==> src/rtl/t03_spi_pkg.sv <==
// Shared types and default sizing for the t03 SPI master slice.
package t03_spi_pkg;

  typedef enum logic [1:0] {IDLE, SETUP, SHIFT, HOLD} spi_state_t;

  localparam int XFER_W_DEF = 32;
  localparam int DIV_W_DEF  = 32;

endpackage

==> src/rtl/t03_spi_clkgen.sv <==
// Half-period timer: latches the divider on clear and pulses 'tick' every clkdiv+1 enabled cycles.
module t03_spi_clkgen
  import t03_spi_pkg::*;
#(
  parameter int DIV_W = DIV_W_DEF
) (
  input  logic             clk,
  input  logic             rst,
  input  logic             clear,
  input  logic             en,
  input  logic [DIV_W-1:0] div,
  output logic             tick
);

  // One extra bit so clkdiv = all-ones still yields a period of 2^DIV_W without wrapping.
  logic [DIV_W:0]   cnt;
  logic [DIV_W-1:0] div_q;

  always_comb tick = en && (cnt == {1'b0, div_q});

  // NOTE: state registers use non-blocking assignments so every flop samples pre-edge values.
  always_ff @(posedge clk or posedge rst) begin
    if (rst) begin
      cnt   <= '0;
      div_q <= '0;
    end else if (clear) begin
      cnt   <= '0;
      div_q <= div;
    end else if (en) begin
      cnt <= tick ? '0 : cnt + 1'b1;
    end
  end

endmodule

==> src/rtl/t03_spi_master.sv <==
// Mode-0 SPI master, one full-duplex MSB-first frame per accepted start.
// `define SPI_LOOPBACK_EN to sample the internal mosi instead of the miso pad.
module t03_spi_master
  import t03_spi_pkg::*;
#(
  parameter int XFER_W = XFER_W_DEF,
  parameter int DIV_W  = DIV_W_DEF
) (
  input  logic              clk,
  input  logic              rst,
  input  logic              start,
  input  logic [XFER_W-1:0] tx_data,
  input  logic [DIV_W-1:0]  clkdiv,
  input  logic              miso,
  output logic [XFER_W-1:0] rx_data,
  output logic              busy,
  output logic              done,
  output logic              sclk,
  output logic              mosi,
  output logic              cs_n
);

  localparam int              CNT_W    = $clog2(XFER_W) + 1;
  localparam logic [CNT_W-1:0] LAST_BIT = CNT_W'(XFER_W);

  spi_state_t        state;
  logic [XFER_W-1:0] tx_sh;
  logic [XFER_W-1:0] rx_sh;
  logic [CNT_W-1:0]  bit_cnt;
  logic              accept;
  logic              tick;
  logic              sample;

  assign accept = start && !busy;
  assign mosi   = tx_sh[XFER_W-1];

`ifdef SPI_LOOPBACK_EN
  logic unused_miso;
  assign unused_miso = miso;
  assign sample      = mosi;
`else
  assign sample = miso;
`endif

  t03_spi_clkgen #(.DIV_W(DIV_W)) u_clkgen (
    .clk   (clk),
    .rst   (rst),
    .clear (accept),
    .en    (busy),
    .div   (clkdiv),
    .tick  (tick)
  );

  always_ff @(posedge clk or posedge rst) begin
    if (rst) begin
      state   <= IDLE;
      busy    <= 1'b0;
      done    <= 1'b0;
      cs_n    <= 1'b1;
      sclk    <= 1'b0;
      rx_data <= '0;
      tx_sh   <= '0;
      rx_sh   <= '0;
      bit_cnt <= '0;
    end else begin
      done <= 1'b0;
      case (state)
        IDLE: if (accept) begin
          state   <= SETUP;
          busy    <= 1'b1;
          cs_n    <= 1'b0;
          tx_sh   <= tx_data;
          rx_sh   <= '0;
          bit_cnt <= '0;
        end
        SETUP: if (tick) begin
          state   <= SHIFT;
          sclk    <= 1'b1;
          rx_sh   <= {rx_sh[XFER_W-2:0], sample};
          bit_cnt <= bit_cnt + 1'b1;
        end
        SHIFT: if (tick) begin
          if (sclk) begin
            sclk <= 1'b0;
            // The last bit stays on mosi through the trailing low half-period and HOLD.
            if (bit_cnt != LAST_BIT) tx_sh <= tx_sh << 1;
          end else if (bit_cnt == LAST_BIT) begin
            state <= HOLD;
          end else begin
            sclk    <= 1'b1;
            rx_sh   <= {rx_sh[XFER_W-2:0], sample};
            bit_cnt <= bit_cnt + 1'b1;
          end
        end
        HOLD: if (tick) begin
          state   <= IDLE;
          busy    <= 1'b0;
          cs_n    <= 1'b1;
          done    <= 1'b1;
          rx_data <= rx_sh;
        end
        default: state <= IDLE;
      endcase
    end
  end

endmodule

==> config.mk <==
export PLATFORM = sky130hd
export DESIGN_NAME = t03_spi_master
export DESIGN_NICKNAME = d
export VERILOG_FILES = /design/src/rtl/t03_spi_pkg.sv /design/src/rtl/t03_spi_clkgen.sv /design/src/rtl/t03_spi_master.sv
export SDC_FILE = /design/constraint.sdc
export NUM_CORES = 1
export LEC_CHECK = 0
export ABC_AREA = 1
export BUFFER_PORTS_ARGS = -buffer_cell sky130_fd_sc_hd__buf_2
export CORE_ASPECT_RATIO = 0.5
export CORE_MARGIN = 4
export CORE_UTILIZATION = 25
export CTS_CLUSTER_SIZE = 28
export DETAILED_ROUTE_END_ITERATION = 12
export PLACE_DENSITY = 0.52
export REMOVE_ABC_BUFFERS = 1
export SETUP_SLACK_MARGIN = 0.5
export SLEW_MARGIN = 15
export SYNTH_ARGS = -nofsm -noshare
export SYNTH_HDL_FRONTEND = slang
export SYNTH_SLANG_ARGS = --single-unit
==> constraint.sdc <==
create_clock -name clk -period 8.4 [get_ports clk]
set_clock_uncertainty 0.05 [all_clocks]
set_input_delay 1.26 -clock clk [delete_from_list [all_inputs] [get_ports clk]]
set_output_delay 1.26 -clock clk [all_outputs]
set_load 0.02 [all_outputs]
## After elaboration in Yosys (flattened, before gate mapping)

Cells that the tools add are included.

- Flip-flop bits (word level): 173
- Word-level logic and storage cells: 82

- $add $sub $neg: 2
- Eq/ne operators: 15
- Muxes and demuxes: 39
- Reductions and logical operators: 15

Operators by type and width:

| cell | number |
|---|---|
| 32-bit two-way mux | 9 |
| 33-bit two-way mux | 3 |
| 32-bit one-hot mux with 3 select lines | 1 |
| 32-bit one-hot mux with 2 select lines | 1 |
| 33-bit by 1-bit adder with 33-bit output, second input constant | 1 |
| 33-bit by 32-bit equality test with 1-bit output | 1 |
| 6-bit two-way mux | 5 |
| 6-bit one-hot mux with 3 select lines | 1 |
| 2-bit two-way mux | 6 |
| 2-bit inequality test, second input constant | 6 |
| 6-bit AND reduction | 2 |
| 1-bit two-way mux | 9 |
| 2-bit one-hot mux with 4 select lines | 1 |
| 2-bit nonzero test | 4 |
| 6-bit by 1-bit adder with 6-bit output, second input constant | 1 |
| 6-bit equality test, second input constant | 1 |
| 2-bit by 1-bit inequality test with 1-bit output, second input constant | 3 |
| 6-bit inequality test, second input constant | 1 |
| 1-bit one-hot mux with 2 select lines | 3 |
| 3-bit AND reduction | 2 |
| 5-bit AND reduction | 1 |
| 2-bit equality test, second input constant | 2 |
| 3-bit nonzero test | 1 |
| 2-bit by 1-bit equality test with 1-bit output, second input constant | 1 |
| 4 further kinds | 5 |

## Logic depth before layout (Yosys ltp)

- Depth after elaboration: 5
- Gate-level depth with buffers: 15
- Mapped depth without buffers: 14

## Cells and area by module

From an unflattened synthesis, not the netlist that was laid out.

- Cell total of the unflattened synthesis: 1,344
- Area, all modules: 9,439.1 um^2

By module, submodules not included:

| module | instances | cells each | area an instance (um^2) | sequential area each (um^2) |
|---|---|---|---|---|
| t03_spi_master | 1 | 689 | 5,079.9 | 2,703.8 |
| t03_spi_clkgen | 1 | 655 | 4,359.2 | 1,626.6 |

## Worst setup path before layout

Ideal clock, no wire load.

- Path kind: input-to-reg
- Start point: input port start
- End point: register tx_sh[0]
- Library setup time: 0.121 ns
- Arrival: 2.358 ns
- Slack: 5.871 ns
- Stages: 8
- Cells stage by stage: inv_1 > nor2_1 > nor2_1 > a211oi_1 > and2_4 > buf_8 > buf_6 > o21ai_1

- Longest elaborated chain between the ends: 3

RTL lines:

| element | RTL line | RTL |
|---|---|---|
| start: declaration | t03_spi_master.sv:11 | `input logic start,` |
| 1-bit logical AND | t03_spi_master.sv:34 | `assign accept = start && !busy;` |
| 2-bit inequality test (no line) | - |  |
| 5-bit AND reduction (no line) | - |  |
| end signal: assignment | t03_spi_master.sv:72 | `tx_sh <= tx_data;` |
| end signal: assignment | t03_spi_master.sv:86 | `if (bit_cnt != LAST_BIT) tx_sh <= tx_sh << 1;` |
| end: declaration | t03_spi_master.sv:27 | `logic [XFER_W-1:0] tx_sh;` |

No other way between the ends.
A chain may end at the register's enable or synchronous reset.

## Worst setup path in the final report

- Start point: input port start
- End point: register tx_sh[12]

The elaborated chain is that of the path after synthesis.

==> run_results.csv <==
group,metric,value,unit
timing,fmax,0.324,GHz
timing,period_share,36.7,%
critical_path,crit_buf_inv,3,
grt,track_usage,12.2,%
drt,wl_met2,11000,um
synthesis,syn_area_per_cell,7.67,um^2
cts,post-cts-setup-buffer-count,0,
synthesis,syn_area,8810,um^2
synthesis,synth.largest_area_cell,"dfrtp_1",
critical_path,critPathLaunchType,"primary input",
synthesis,ys_async_sr_fraction,100,%
drt,routedWlPerCell,13.1,um
cts,htree_levels,4,
critical_path,cp-end-kind,"flip-flop",
power_and_ir_drop,powerDensity,290,nW/um^2
power_and_ir_drop,total_power,2.99,mW
drt,highest_layer,"met4",
cts,cts_buffers,17,
power_and_ir_drop,peakVddDrop,203,uV
grt,grt_pass1_wl,37900,um
timing,slew_viol_final,0,
critical_path,crit_family,"simple AND/OR/NAND/NOR gates",
layout,diodes,0,
critical_path,rrSetupSlack,5530,ps
place,port_buffers,104,
drt,wl_met1,10800,um
synthesis,synth-edff-count,0,
synthesis,synth_seq_area_share,49.1,%
floorplanning,die_h,141,um
synthesis,syn_inst,1149,
timing,tightest_slew,948,ps
worst_hold_path,hold_class,"flip-flop to flip-flop",
floorplanning,die-area,38500,um^2
floorplanning,pin_count,105,
layout,layout_commonest_cell,"nand2_1",
synthesis,synth-main-ff-cell,"dfrtp_1",
cts,cts_tree,"yes",
cts,cts_buffer_depth,2,
layout,drive_gt1_share,15.4,%
drt,drc,0,
outcome,status,"finished, final reports clean",
critical_path,path_cells,"buf_2 > inv_1 > nor2_4 > buf_4 > nor2_1 > a211oi_1 > and2_4 > nand2_1 > o21ai_2",
layout,fin_nets,1311,
place,place.gp.congestion,0.826,
cts,root_buffer,"clkbuf_16",
synthesis,synth_cell_type_count,38,
cts,ctsResizeCount,0,
layout,mostFrequentLayoutCells,"nand2_1, dfrtp_1, inv_1, buf_2, o21ai_0",
synthesis,synth_top_area_share,48.8,%
synthesis,ys_top_cells_by_area,"dfrtp_1, nand2_1, inv_1",
drt,viasPerCell,4.24,
critical_path,cp.arrival,3400,ps
layout,utilization,29.9,%
critical_path,cp.required,8720,ps
synthesis,synth-seq-cells,173,
timing,finalHoldViolCount,0,
power_and_ir_drop,p_leak,5.08,nW
timing,rsz0062_at_grt,"no",
timing,final.setup.tns,0,ps
cts,cts_hold_buf,0,
drt,ant_nets,0,
grt,grt_max_degree,72,
floorplanning,start_util,25.5,%
grt,overflow,0,
synthesis,yosysWarnings,0,
drt,route.met3.wl,737,um
grt,antenna_found_initial,0,
layout,syn_to_final_growth,17.3,%
cts,insertion_delay,450,ps
drt,dr.pass1.iters,5,
floorplanning,die_x,274,um
floorplanning,core_area,34600,um^2
cts,clk_pin_slew,70,ps
place,hpwl,16100,um
drt,vias,7311,
critical_path,crit_fanout,63,
timing,finalSetupViolCount,0,
critical_path,cpPeakStageDelay,700,ps
floorplanning,core.rowCount,48,
timing,relSlewSlack,36.7,%
timing,fin_crit,3080,ps
drt,drt_iter0_drc,479,
grt,grt_pass1_vias,7168,
critical_path,path_class,"primary input to flip-flop",
cts,clock-sinks,173,
critical_path,slowest_stage,"and2_4",
flow_run,max_cap_violations,0,
drt,routed_wl,22700,um
[cells by family (layout without fill, tap and decap cells)]
logic type / after synthesis / after routing / synth area share (%)
xor gates and xnor gates: 14 / 14 / 1.39
and+or+nand+nor: 510 / 510 / 23.8
AOI/OAI and AO/OA: 227 / 227 / 14.5
DFF: 173 / 173 / 49.1
buffers and inverters: 218 / 318 / 10.1
adders and majority gates: 7 / 7 / 0.994
[worst reg2reg max path: stages (launching register included)]
cell and delay (ps):
dfrtp_1 510, inv_2 90, nand2_1 120, nand2_1 80, clkinv_1 50, nand2_1 40
nor2_1 100, nand2_1 100, nor2_4 190, nand3_4 140, nand2_1 410, inv_1 520
nand3_1 220, o21ai_0 110
[per-layer routing]
layer / vias to the layer above / global-route usage (%)
li1: 3808 / -
met1: 3407 / 16.3
met2: 84 / 20.3
met3: 12 / 3.08
met4: 0 / 2.64
met5: - / 0
[flip-flops by register name (all words and copies together), names as in the netlist]
| name | flops |
|---|---|
| done | 1 |
| rx_data | 32 |
| tx_sh | 32 |
| u_clkgen.div_q | 32 |
| rx_sh | 32 |
| u_clkgen.cnt | 33 |
| state | 2 |
| cs_n | 1 |
| bit_cnt | 6 |
| busy | 1 |
| sclk | 1 |
[cell usage after synthesis, types with 10 or more instances]
cell	number
a21oi_1	42
buf_2	13
clkbuf_1	20
dfrtp_1	172
inv_1	171
nand2_1	341
nand3_1	36
nand4_1	13
nor2_1	81
nor3_1	15
o21ai_0	102
o21ai_1	34
o21ai_2	28
o22ai_1	13
xor2_1	10
[final timing paths]
kind,cells after the start,start,to
setup / recovery,9,start,tx_sh[12]
hold / removal,2,cs_n,cs_n
setup reg to reg,13,u_clkgen.cnt[23],u_clkgen.cnt[26]
hold reg to reg,2,cs_n,cs_n
max in group asynchronous,3,rst,u_clkgen.div_q[15]
min in group asynchronous,2,rst,rx_data[28]
[final cells by class]
cell class	instances	area (um^2)
Clock buffer	19	443
Timing Repair Buffer	110	566
Multi-Input combinational cell	758	3610
Sequential cell	173	4330
Inverter	176	666
Clock inverter	13	131
Tap cell	475	594
Fill cell	3825	24300
[report_power, final]
group | internal [mW] | total, mW | switching (mW)
sequential | 1.02 | 1.13 | 0.110
clock | 0.423 | 0.792 | 0.368
combinational | 0.323 | 1.07 | 0.749
[per-stage QoR]
stage               instances  hold slack, ps  setup WS (ps)  instance area, um^2
global placement         1692             406           4910                 9760
finish                   1724             425           5320                10300
CTS                      1724             429           5320                10300
detailed placement       1692             418           4850                 9760
global route             1724             429           5020                10300
floorplan                1107             404           2400                 8580
Note: power is estimated with default switching activity, not from simulation.
